$ cat src/rtl/bus_arbiter.sv
// Round-robin snoop-bus arbiter for four caches: one-hot registered grant,
// per-owner hold timeout, and one-cycle error codes for timeout and bad release.
module bus_arbiter #(
    parameter int NUM_MASTERS = 4,
    parameter int ERRWIDTH    = 2,
    parameter int TIMEOUT     = 16
) (
    input  logic                   clk,
    input  logic                   reset,
    input  logic [NUM_MASTERS-1:0] req,
    input  logic [NUM_MASTERS-1:0] releaseBus,
    output logic [NUM_MASTERS-1:0] busAvailable,
    output logic [1:0]             busOwner,
    output logic                   busBusy,
    output logic [ERRWIDTH-1:0]    errFromBus
);

    localparam int CW = $clog2(TIMEOUT);
    localparam logic [ERRWIDTH-1:0] ERR_NONE    = ERRWIDTH'(0);
    localparam logic [ERRWIDTH-1:0] ERR_TIMEOUT = ERRWIDTH'(1);
    localparam logic [ERRWIDTH-1:0] ERR_BADREL  = ERRWIDTH'(2);

    typedef enum logic [1:0] {
        S_IDLE  = 2'd0,
        S_OWNED = 2'd1,
        S_TURN  = 2'd2
    } state_t;

    state_t                 r_state, w_state_nxt;
    logic [NUM_MASTERS-1:0] r_grant, w_grant_nxt;
    logic [1:0]             r_owner, w_owner_nxt;
    logic [1:0]             r_last,  w_last_nxt;
    logic [CW-1:0]          r_cnt,   w_cnt_nxt;
    logic [ERRWIDTH-1:0]    r_err,   w_err_nxt;
    logic                   r_busy;
    logic                   w_pick_valid;
    logic [1:0]             w_pick_idx;
    logic                   w_own_rel;
    logic                   w_bad_rel;
    logic                   w_timeout;

    // Round-robin pick: nearest requester after lastOwner wins (scanned far to near)
    always_comb begin
        w_pick_valid = 1'b0;
        w_pick_idx   = 2'd0;
        for (int k = NUM_MASTERS; k >= 1; k--) begin
            if (req[r_last + 2'(k)]) begin
                w_pick_valid = 1'b1;
                w_pick_idx   = r_last + 2'(k);
            end else begin
                w_pick_valid = w_pick_valid;
            end
        end
    end

    assign w_own_rel = (r_state == S_OWNED) && ((releaseBus & r_grant) != '0);
    assign w_bad_rel = (r_state == S_OWNED) ? ((releaseBus & ~r_grant) != '0)
                                            : (releaseBus != '0);
    assign w_timeout = (r_state == S_OWNED) && !w_own_rel && (r_cnt == CW'(TIMEOUT - 1));

    // Next-state and next-output logic
    always_comb begin
        w_state_nxt = r_state;
        w_grant_nxt = r_grant;
        w_owner_nxt = r_owner;
        w_last_nxt  = r_last;
        w_cnt_nxt   = r_cnt;
        if (w_timeout) begin
            w_err_nxt = ERR_TIMEOUT;
        end else if (w_bad_rel) begin
            w_err_nxt = ERR_BADREL;
        end else begin
            w_err_nxt = ERR_NONE;
        end
        case (r_state)
            S_IDLE: begin
                if (w_pick_valid) begin
                    w_grant_nxt = NUM_MASTERS'(1) << w_pick_idx;
                    w_owner_nxt = w_pick_idx;
                    w_cnt_nxt   = CW'(0);
                    w_state_nxt = S_OWNED;
                end else begin
                    w_grant_nxt = '0;
                end
            end
            S_OWNED: begin
                w_cnt_nxt = r_cnt + CW'(1);
                if (w_own_rel || w_timeout) begin
                    w_grant_nxt = '0;
                    w_last_nxt  = r_owner;
                    w_state_nxt = S_TURN;
                end else begin
                    w_grant_nxt = r_grant;
                end
            end
            S_TURN: begin
                w_grant_nxt = '0;
                w_state_nxt = S_IDLE;
            end
            default: begin
                w_grant_nxt = '0;
                w_state_nxt = S_IDLE;
            end
        endcase
    end

    // State and registered outputs; reset leaves cache 0 with first priority
    always_ff @(posedge clk) begin
        if (!reset) begin
            r_state <= S_IDLE;
            r_grant <= '0;
            r_owner <= 2'd0;
            r_last  <= 2'(NUM_MASTERS - 1);
            r_cnt   <= CW'(0);
            r_err   <= ERR_NONE;
            r_busy  <= 1'b0;
        end else begin
            r_state <= w_state_nxt;
            r_grant <= w_grant_nxt;
            r_owner <= w_owner_nxt;
            r_last  <= w_last_nxt;
            r_cnt   <= w_cnt_nxt;
            r_err   <= w_err_nxt;
            r_busy  <= (w_grant_nxt != '0);
        end
    end

    assign busAvailable = r_grant;
    assign busOwner     = r_owner;
    assign busBusy      = r_busy;
    assign errFromBus   = r_err;

endmodule

$ cat config.mk
export PLATFORM = sky130hd
export DESIGN_NAME = bus_arbiter
export DESIGN_NICKNAME = d
export VERILOG_FILES = /design/src/rtl/bus_arbiter.sv
export SDC_FILE = /design/constraint.sdc
export NUM_CORES = 1
export LEC_CHECK = 0
export CAP_MARGIN = 40
export CORE_MARGIN = 2
export CORE_UTILIZATION = 50
export CTS_CLUSTER_DIAMETER = 120
export DETAILED_ROUTE_END_ITERATION = 6
export PLACE_DENSITY = 0.8
export SLEW_MARGIN = 40
export SYNTH_ARGS = -nofsm -noshare
export SYNTH_HDL_FRONTEND = slang
export SYNTH_SLANG_ARGS = --single-unit
$ cat constraint.sdc
create_clock -name clk -period 3.4 [get_ports clk]
set_input_delay 1.02 -clock clk [delete_from_list [all_inputs] [get_ports clk]]
set_output_delay 1.02 -clock clk [all_outputs]
set_load 0.01 [all_outputs]
==> metrics.md, run 1 <==
| Metric | Value |
|---|---|
| CP cell instances | clkdlybuf4s50_1 -> inv_2 -> nor4_1 -> nand2_1 -> o2bb2ai_1 |
| Hold slack | 0.490 ns |
| Clock Power Share | 0.245 |
| Die Y | 43.9 µm |
| Antenna-violating nets left | 0 |
| Core area | 0.00151 mm² |
| Post-layout min period | 2.34 ns |
| Nets | 118 |
| Number of distinct library cells after synthesis | 38 |
| Clock Latency Late Sink | 0.28 ns |
| VDD IR max | 0.000258 V |
| 1st-iter DRT viols | 13 |
| Rows | 14 |
| DIE WIDTH | 43.9 µm |
| Syn avg cell area | 9.38 µm² |
| CTS tree | yes |
| Synth Warn # | 0 |
| CP Launch Type | input port |
| Post-synthesis sequential area ratio | 0.427 |
| Met2 wire length | 771 µm |
| Critical path type | input port to register |
| Slew HR | 0.559 |
| Detailed placer's ending HPWL | 1280 µm |
| Area leader, netlist | dfxtp_1 |
| DRT Wirelength | 1650 µm |
| Pre-Repair DR Iteration Count | 4 |
| Vias in the first global route | 668 |
| FF-to-FF setup slack | 1.82 ns |
| Vias/cell | 5.86 |
| Placement Cell Area | 986 µm² |
| Clock Path Buffers | 2 |
| M1 WL | 794 µm |
| Area Overhead vs Synth | 27.2% |
| First-pass GRT wire length | 2900 µm |
| Cts repair resizes | 0 |
| CTS sink cnt | 17 |
| Drc violations | 0 |
| Routed WL per cell | 13.6 µm |
| Critical Path RT | 3.62 ns |
| WP data arrival | 2.56 ns |
| Final worst-path cycle share | 0.689 |
| Clock transition at path regs | 0.10 ns |
| RSZ-0062 raised after global routing | false |
| Synth area leaders | dfxtp_1 (43%), nand2b_1 (4.7%), mux2i_1 (3.8%) |
| # setup viols final | 0 |
| Starting Density | 0.529 |
| Top layer in use | met4 |
| CTS buffer count | 3 |
| CP Max Fanout | 9 |
| Initial antenna violation count | 0 |
| Ports | 19 |
| Port bufs | 18 |
| Number of max-cap violations | 0 |
| Top-area cell type share of the netlist area | 0.427 |
| F_max | 427 MHz |
| Sequential power share | 0.531 |
| Max Transition Viols Final | 0 |
| DIE AREA | 0.00193 mm² |
| Critical path's largest stage delay | 0.58 ns |
| Post-CTS Setup Bufs | 0 |
| Cell-internal power | 0.000308 W |
| Leak | 0.369 nW |
| Clk_skew | 0.00547 ns |
| Syn Nets | 96 |
| Gate power share | 0.224 |
| Switch share | 0.283 |
| Cells after DPL | 118 |
| Synth Cell Area | 797 µm² |
| Largest net degree at the start of global routing | 12 |
| Synthesized flop and latch total | 17 |
| Met3 Wirelength | 41 µm |
| PwrDens | 424 mW/mm² |
| Final cell count without fillers | 122 |
| Worst Setup End Kind | register |
| Final Wtd Congestion | 0.772 |
| Cts hold-fix bufs | 0 |
| CTS H-tree depth | 1 |
| Routed vias | 715 |
| Layout cells sized above 1 | 0.0849 |
| Final setup TNS | 0 ns |
| Worst Tran Pin Value | 0.655 ns |
| Hold Fails Final Rpt | 0 |
| GRT Util Overall | 0.204 |
| Root Driver | clkbuf_4 |
| Filler instances | 130 |
| Cells after Synth | 85 |
| Ant diodes | 0 |
| Finished Cell Area | 0.00101 mm² |
| Critical-path cell with the highest stage delay | clkdlybuf4s50_1 |
| Outcome | completed |
| Worst min path class | register to register |
| GR Overflow Total | 0 |
| Sw power | 0.000122 W |
==> final timing paths <==
path / from / endpoint / depth (start not counted)
worst max-delay path: reset / busAvailable[2] / 5
worst min-delay path: busOwner[1] / busOwner[1] / 2
worst max register to register: r_cnt[0] / r_last[1] / 5
worst min register to register: busOwner[1] / busOwner[1] / 2
==> layout make-up <==
type | count | area, µm² | share of cell area
Multi-Input combinational cell | 65 | 438 | 0.432
Timing Repair Buffer | 18 | 180 | 0.178
Inverter | 2 | 7.51 | 0.00741
Clock buffer | 3 | 22.5 | 0.0222
Clock inverter | 1 | 5.00 | 0.00494
Tap cell | 16 | 20.0 | 0.0198
Sequential cell | 17 | 340 | 0.336
==> sequential cells by signal, summed over array words and instances, names as in the netlist <==
register / count
busAvailable: 4
r_cnt: 4
busOwner: 2
errFromBus: 2
r_last: 2
r_state: 2
busBusy: 1
==> power groups by stage <==
stage | clock [W] | sequential, W | combinational [W]
after floorplan | 0 | 0.000234 | 0.0000551
after global placement | 0 | 0.000233 | 0.0000946
after detailed placement | 0 | 0.000233 | 0.0000967
after CTS | 0.000108 | 0.000229 | 0.0000970
after global routing | 0.000118 | 0.000232 | 0.000107
final | 0.000105 | 0.000228 | 0.0000963
==> Yosys cell counts (all sizes together) <==
master	instances
dfxtp	17
nand2	7
nand2b	6
a21oi	5
nor3	5
a21boi	4
nor2	4
mux2i	3
a21o	2
a22oi	2
a311oi	2
inv	2
nand3	2
nand4	2
nor4	2
o21ai	2
o2bb2ai	2
a2111oi	1
a211oi	1
a22o	1
a31oi	1
a32o	1
and2	1
buf	1
ha	1
nand3b	1
nor2b	1
o21ba	1
o22a	1
or2b	1
or3	1
or4	1
xor2	1
==> routing by layer <==
| metal | track usage | vias to the layer above |
|---|---|---|
| li1 | - | 361 |
| met2 | 0.315 | 16 |
| met5 | 0 | - |
| met1 | 0.260 | 334 |
| met3 | 0.0417 | 4 |
| met4 | 0.127 | 0 |
==> cell usage in the layout, fill, tap and decap left out, types with 3 or more instances in the layout <==
master / Yosys / final
mux2i_1: 3 / 3
clkbuf_4: 0 / 3
nand2b_1: 6 / 6
nor3_1: 5 / 5
nand2_1: 7 / 7
nor2_1: 4 / 4
a21oi_1: 5 / 5
clkdlybuf4s50_1: 0 / 18
dfxtp_1: 17 / 17
a21boi_0: 3 / 3
==> cells by family (layout without fill, tap and decap cells) <==
| group | Yosys count | after routing | share of synthesized area |
|---|---|---|---|
| flip-flops | 17 | 17 | 0.427 |
| AO/OA/AOI/OAI | 26 | 26 | 0.248 |
| multiplexers | 3 | 3 | 0.0377 |
| buffers and inverters | 3 | 24 | 0.0235 |
| AND/OR/NAND/NOR | 34 | 34 | 0.237 |
| XOR/XNOR | 1 | 1 | 0.0110 |
| adder cells (fa/ha/maj) | 1 | 1 | 0.0157 |
==> critical path, delay by kind of cell <==
kind / cells / cell delay [ns]
AO/OA/AOI/OAI: 1 / 0.15
AND/OR/NAND/NOR: 2 / 0.69
buffers and inverters: 2 / 0.70
==> per-stage QoR <==
step / worst slack [ns] / util / total power (W)
2_1_floorplan: 1.48 / - / 0.000289
3_3_place_gp: 0.893 / 0.654 / 0.000327
3_5_place_dp: 0.785 / 0.654 / 0.000330
4_1_cts: 1.07 / 0.673 / 0.000433
5_1_grt: 0.885 / 0.673 / 0.000457
6_report: 1.06 / 0.673 / 0.000430
No activity file was read; power rests on OpenSTA's default activity.
==> run 2, diff against run 1 <==
- CORE_ASPECT_RATIO: default -> 1.25
- CORE_UTILIZATION: 50 -> 47
- PLACE_DENSITY: 0.8 -> 0.76
- clock period: 3.4 -> 2.39 ns (I/O delays scaled with it)
==> metrics.md, run 2 (synthesized netlist as in run 1, its figures left out) <==
| Metric | Value |
|---|---|
| FF-to-FF setup slack | 0.85 ns |
| Max Transition Viols Final | 0 |
| Worst R2R Start | r_cnt[0] |
| Ports | 19 |
| Final worst-path cycle share | 0.826 |
| Antenna-violating nets left | 0 |
| Hold Fails Final Rpt | 0 |
| First-pass GRT wire length | 2900 µm |
| Hold Crit Depth | 2 |
| GR Overflow Total | 0 |
| Vias in the first global route | 696 |
| Commonest non-fill, non-tap cell in the layout | clkdlybuf4s50_1 |
| R2r endpoint | r_last[0] |
| Final setup TNS | 0 ns |
| Number of max-cap violations | 0 |
| Pre-Repair DR Iteration Count | 4 |
| Clock Path Buffers | 2 |
| F_max | 506 MHz |
| CTS sink cnt | 17 |
| RSZ-0062 raised after global routing | false |
| Nets | 119 |
| DIE WIDTH | 40.8 µm |
| Worst hold start | busOwner[1] |
| Slew HR | 0.710 |
| Post-layout min period | 1.97 ns |
| Hold worst-path end | busOwner[1] |
| CP bufs+invs | 1 |
| Initial antenna violation count | 0 |
| Leading cell types in the layout, fill and taps excluded | clkdlybuf4s50_1 (18), dfxtp_1 (17), nand2_1 (7), nand2b_1 (6) |
| Port bufs | 18 |
| Root Driver | clkbuf_4 |
| Clock Latency Late Sink | 0.28 ns |
| # setup viols final | 0 |
| CP Max Fanout | 5 |
| GRT Util Overall | 0.201 |
| Clk_skew | 0.00434 ns |
| Final Wtd Congestion | 0.764 |
| Layout cells sized above 1 | 0.0841 |
| Cts repair resizes | 0 |
| CTS H-tree depth | 1 |
| Worst Tran Pin Value | 0.434 ns |
| Multi-input logic area | 438 µm² |
| Worst-case reg-to-reg path depth | 5 |
| Largest net degree at the start of global routing | 12 |
| DIE AREA | 0.00204 mm² |
| Vias/cell | 5.66 |
| Worst min path class | register to register |
| Hold slack | 0.484 ns |
| Placement Setup Slack | 0.185 ns |
| Leak | 0.371 nW |
| Core Util, Final | 0.646 |
| Routed vias | 708 |
| Area Overhead vs Synth | 28.3% |
| Drc violations | 0 |
| Critical path's largest stage delay | 0.57 ns |
| Ant diodes | 0 |
| Clock transition at path regs | 0.10 ns |
| VDD IR max | 0.000515 V |
| Critical Path RT | 1.67 ns |
| PwrDens | 602 mW/mm² |
| Routed WL per cell | 13.6 µm |
| Rows | 16 |
| DRT Wirelength | 1700 µm |
| CP cell instances | clkdlybuf4s50_1 |
| Final setup margin | 0.416 ns |
| 1st-iter DRT viols | 5 |
| Critical-path cell with the highest stage delay | clkdlybuf4s50_1 |
| Filler instances | 140 |
| CP Launch Type | register |
| Critical path type | register to output port |
| Starting Density | 0.504 |
| Post-CTS Setup Bufs | 0 |
| Core area | 0.00158 mm² |
| Delay-heaviest family, CP | buffers and inverters |
| Cts hold-fix bufs | 0 |
| Detailed placer's ending HPWL | 1360 µm |
| Die Y | 50.0 µm |
| WP data arrival | 1.26 ns |
| Outcome | completed |
| CTS tree | yes |
| Seq. cell area | 340 µm² |
| Worst Setup End Kind | output port |
| CTS buffer count | 3 |
==> run 2: cell types whose count changed in the layout (fill, tap and decap cells not counted) <==
cell      before  now
clkbuf_1       0    1
buf_4          0    1
clkinv_2       1    0
==> run 2: routing by layer <==
layer | global-route usage | up-vias | part of all wire
li1 | - | 367 | -
met1 | 0.254 | 330 | 0.45
met2 | 0.331 | 9 | 0.52
met3 | 0.0405 | 2 | 0.022
met4 | 0.0500 | 0 | 0.0088
met5 | 0 | - | 0
==> run 2: area by class of cell <==
| type | instances | area share |
|---|---|---|
| Sequential cell | 17 | 0.333 |
| Inverter | 2 | 0.00734 |
| Multi-Input combinational cell | 65 | 0.428 |
| Timing Repair Buffer | 19 | 0.184 |
| Tap cell | 18 | 0.0220 |
| Clock buffer | 4 | 0.0257 |
==> run 2: where the power goes <==
part | leakage (nW) | internal (W) | switching, W
clock network | 0.0150 | 0.0000648 | 0.0000859
registers | 0.139 | 0.000305 | 0.0000198
logic | 0.217 | 0.0000740 | 0.0000665
total | 0.371 | 0.000443 | 0.000172
==> run 2: through the flow <==
step           area [µm²]  total power [W]  cells
3_5_place_dp          996         0.000472    121
5_1_grt              1020         0.000657    125
2_1_floorplan         797         0.000411     85
4_1_cts              1020         0.000624    125
3_3_place_gp          996         0.000470    121
6_report             1020         0.000616    125
==> run 2: how the worst max path moves through the flow <==
stage / slack (ns) / from / end / depth (start not counted)
after floorplan: 0.77 / req[0] / busAvailable[1] / 4
after global placement: 0.17 / req[0] / busAvailable[1] / 5
after detailed placement: 0.18 / req[0] / busAvailable[1] / 5
after CTS: 0.40 / busAvailable[2] / busAvailable[2] / 1
after global routing: 0.35 / busAvailable[1] / busAvailable[1] / 1
final: 0.42 / busAvailable[2] / busAvailable[2] / 1
==> run 2: worst min-delay path: stages (launching register included) <==
cell	delay (ns)
dfxtp_1	0.34
nand2_1	0.06
a21oi_1	0.05
==> run 3, diff against run 2 <==
- clock period: 2.39 -> 1.97 ns (I/O delays scaled with it)
==> metrics.md, run 3 (synthesized netlist as in run 1, its figures left out) <==
| Metric | Value |
|---|---|
| Outcome | completed |
| DRT Wirelength | 1780 µm |
| Worst Tran Pin Value | 0.642 ns |
| Final Wtd Congestion | 0.821 |
| Area Overhead vs Synth | 35.8% |
| Nets | 127 |
| CP Launch Type | register |
| Clock transition at path regs | 0.10 ns |
| Die Y | 50.0 µm |
| WP data arrival | 1.28 ns |
| Layout cells sized above 1 | 0.148 |
| VDD IR max | 0.000416 V |
| Ports | 19 |
| CTS buffer count | 3 |
| Largest net degree at the start of global routing | 12 |
| F_max | 535 MHz |
| CP cell instances | clkdlybuf4s50_1 |
| CTS tree | yes |
| Leak | 0.410 nW |
| Final worst-path cycle share | 0.949 |
| Delay-heaviest family, CP | buffers and inverters |
| Detailed placer's ending HPWL | 1360 µm |
| Pre-Repair DR Iteration Count | 4 |
| Initial antenna violation count | 0 |
| GRT Util Overall | 0.210 |
| Number of max-cap violations | 0 |
| Clock Path Buffers | 2 |
| Drc violations | 0 |
| Port bufs | 18 |
| First-pass GRT wire length | 2940 µm |
| DIE WIDTH | 40.8 µm |
| Filler instances | 125 |
| Post-layout min period | 1.87 ns |
| Core Util, Final | 0.684 |
| RSZ-0062 raised after global routing | false |
| Worst min path class | register to register |
| Rows | 16 |
| CP bufs+invs | 1 |
| Starting Density | 0.504 |
| Seq. cell area | 340 µm² |
| Ant diodes | 0 |
| FF-to-FF setup slack | 0.43 ns |
| Post-CTS Setup Bufs | 0 |
| Critical-path cell with the highest stage delay | clkdlybuf4s50_1 |
| Routed WL per cell | 13.4 µm |
| Critical Path RT | 1.38 ns |
| Max Transition Viols Final | 0 |
| Hold Fails Final Rpt | 0 |
| Slew HR | 0.568 |
| Root Driver | clkbuf_4 |
| Critical path's largest stage delay | 0.57 ns |
| DIE AREA | 0.00204 mm² |
| Worst Setup End Kind | output port |
| Critical path type | register to output port |
| CTS sink cnt | 17 |
| Core area | 0.00158 mm² |
| Clk_skew | 0.00224 ns |
| 1st-iter DRT viols | 13 |
| CP Max Fanout | 5 |
| Clock Latency Late Sink | 0.29 ns |
| # setup viols final | 0 |
| Multi-input logic area | 438 µm² |
| GR Overflow Total | 0 |
| Antenna-violating nets left | 0 |
| Cts hold-fix bufs | 0 |
| CTS H-tree depth | 1 |
| Routed vias | 743 |
| Commonest non-fill, non-tap cell in the layout | clkdlybuf4s50_1 |
| Vias/cell | 5.59 |
| Hold slack | 0.512 ns |
| Cts repair resizes | 0 |
| Vias in the first global route | 698 |
| PwrDens | 717 mW/mm² |
| Leading cell types in the layout, fill and taps excluded | clkdlybuf4s50_1 (18), dfxtp_1 (17), buf_4 (9), nand2_1 (7), nand2b_1 (6) |
==> run 3: per-stage QoR <==
step                      setup TNS [ns]  instances  instance area (µm²)  total power, W  setup slack (ns)
after CTS                              0        133                 1080        0.000781             0.102
after detailed placement          -0.601        129                 1060        0.000593            -0.103
after floorplan                        0         85                  797        0.000499             0.475
after global placement            -0.273        129                 1060        0.000589           -0.0681
final                                  0        133                 1080        0.000776             0.101
after global routing                   0        133                 1080        0.000822            0.0471
==> run 3: layer usage <==
| layer | wire length [µm] | vias to the layer above | GRT usage |
|---|---|---|---|
| met2 | 906 | 14 | 0.346 |
| met4 | 42 | 0 | 0.100 |
| met1 | 786 | 343 | 0.240 |
| met3 | 42 | 5 | 0.0405 |
| met5 | 0 | - | 0 |
| li1 | - | 381 | - |
==> run 3: worst paths after layout <==
path	from	to	cells after the start
hold / removal	busOwner[1]	busOwner[1]	2
hold reg to reg	busOwner[1]	busOwner[1]	2
setup reg to reg	r_cnt[0]	r_last[0]	6
setup / recovery	busAvailable[3]	busAvailable[3]	1
==> run 3: final cells by class <==
| type | count | share of cell area |
|---|---|---|
| tap | 18 | 0.0208 |
| inverter | 2 | 0.00694 |
| timing repair buffer | 27 | 0.229 |
| sequential | 17 | 0.314 |
| clock buffer | 4 | 0.0243 |
| multi-input combinational | 65 | 0.405 |
==> run 3: power breakdown <==
| part | internal (W) | total, W | switching [W] | leakage (nW) |
|---|---|---|---|---|
| Sequential | 0.000369 | 0.000395 | 0.0000256 | 0.139 |
| Combinational | 0.000107 | 0.000191 | 0.0000840 | 0.256 |
| Clock | 0.0000789 | 0.000190 | 0.000111 | 0.0150 |
| Total | 0.000555 | 0.000776 | 0.000221 | 0.410 |
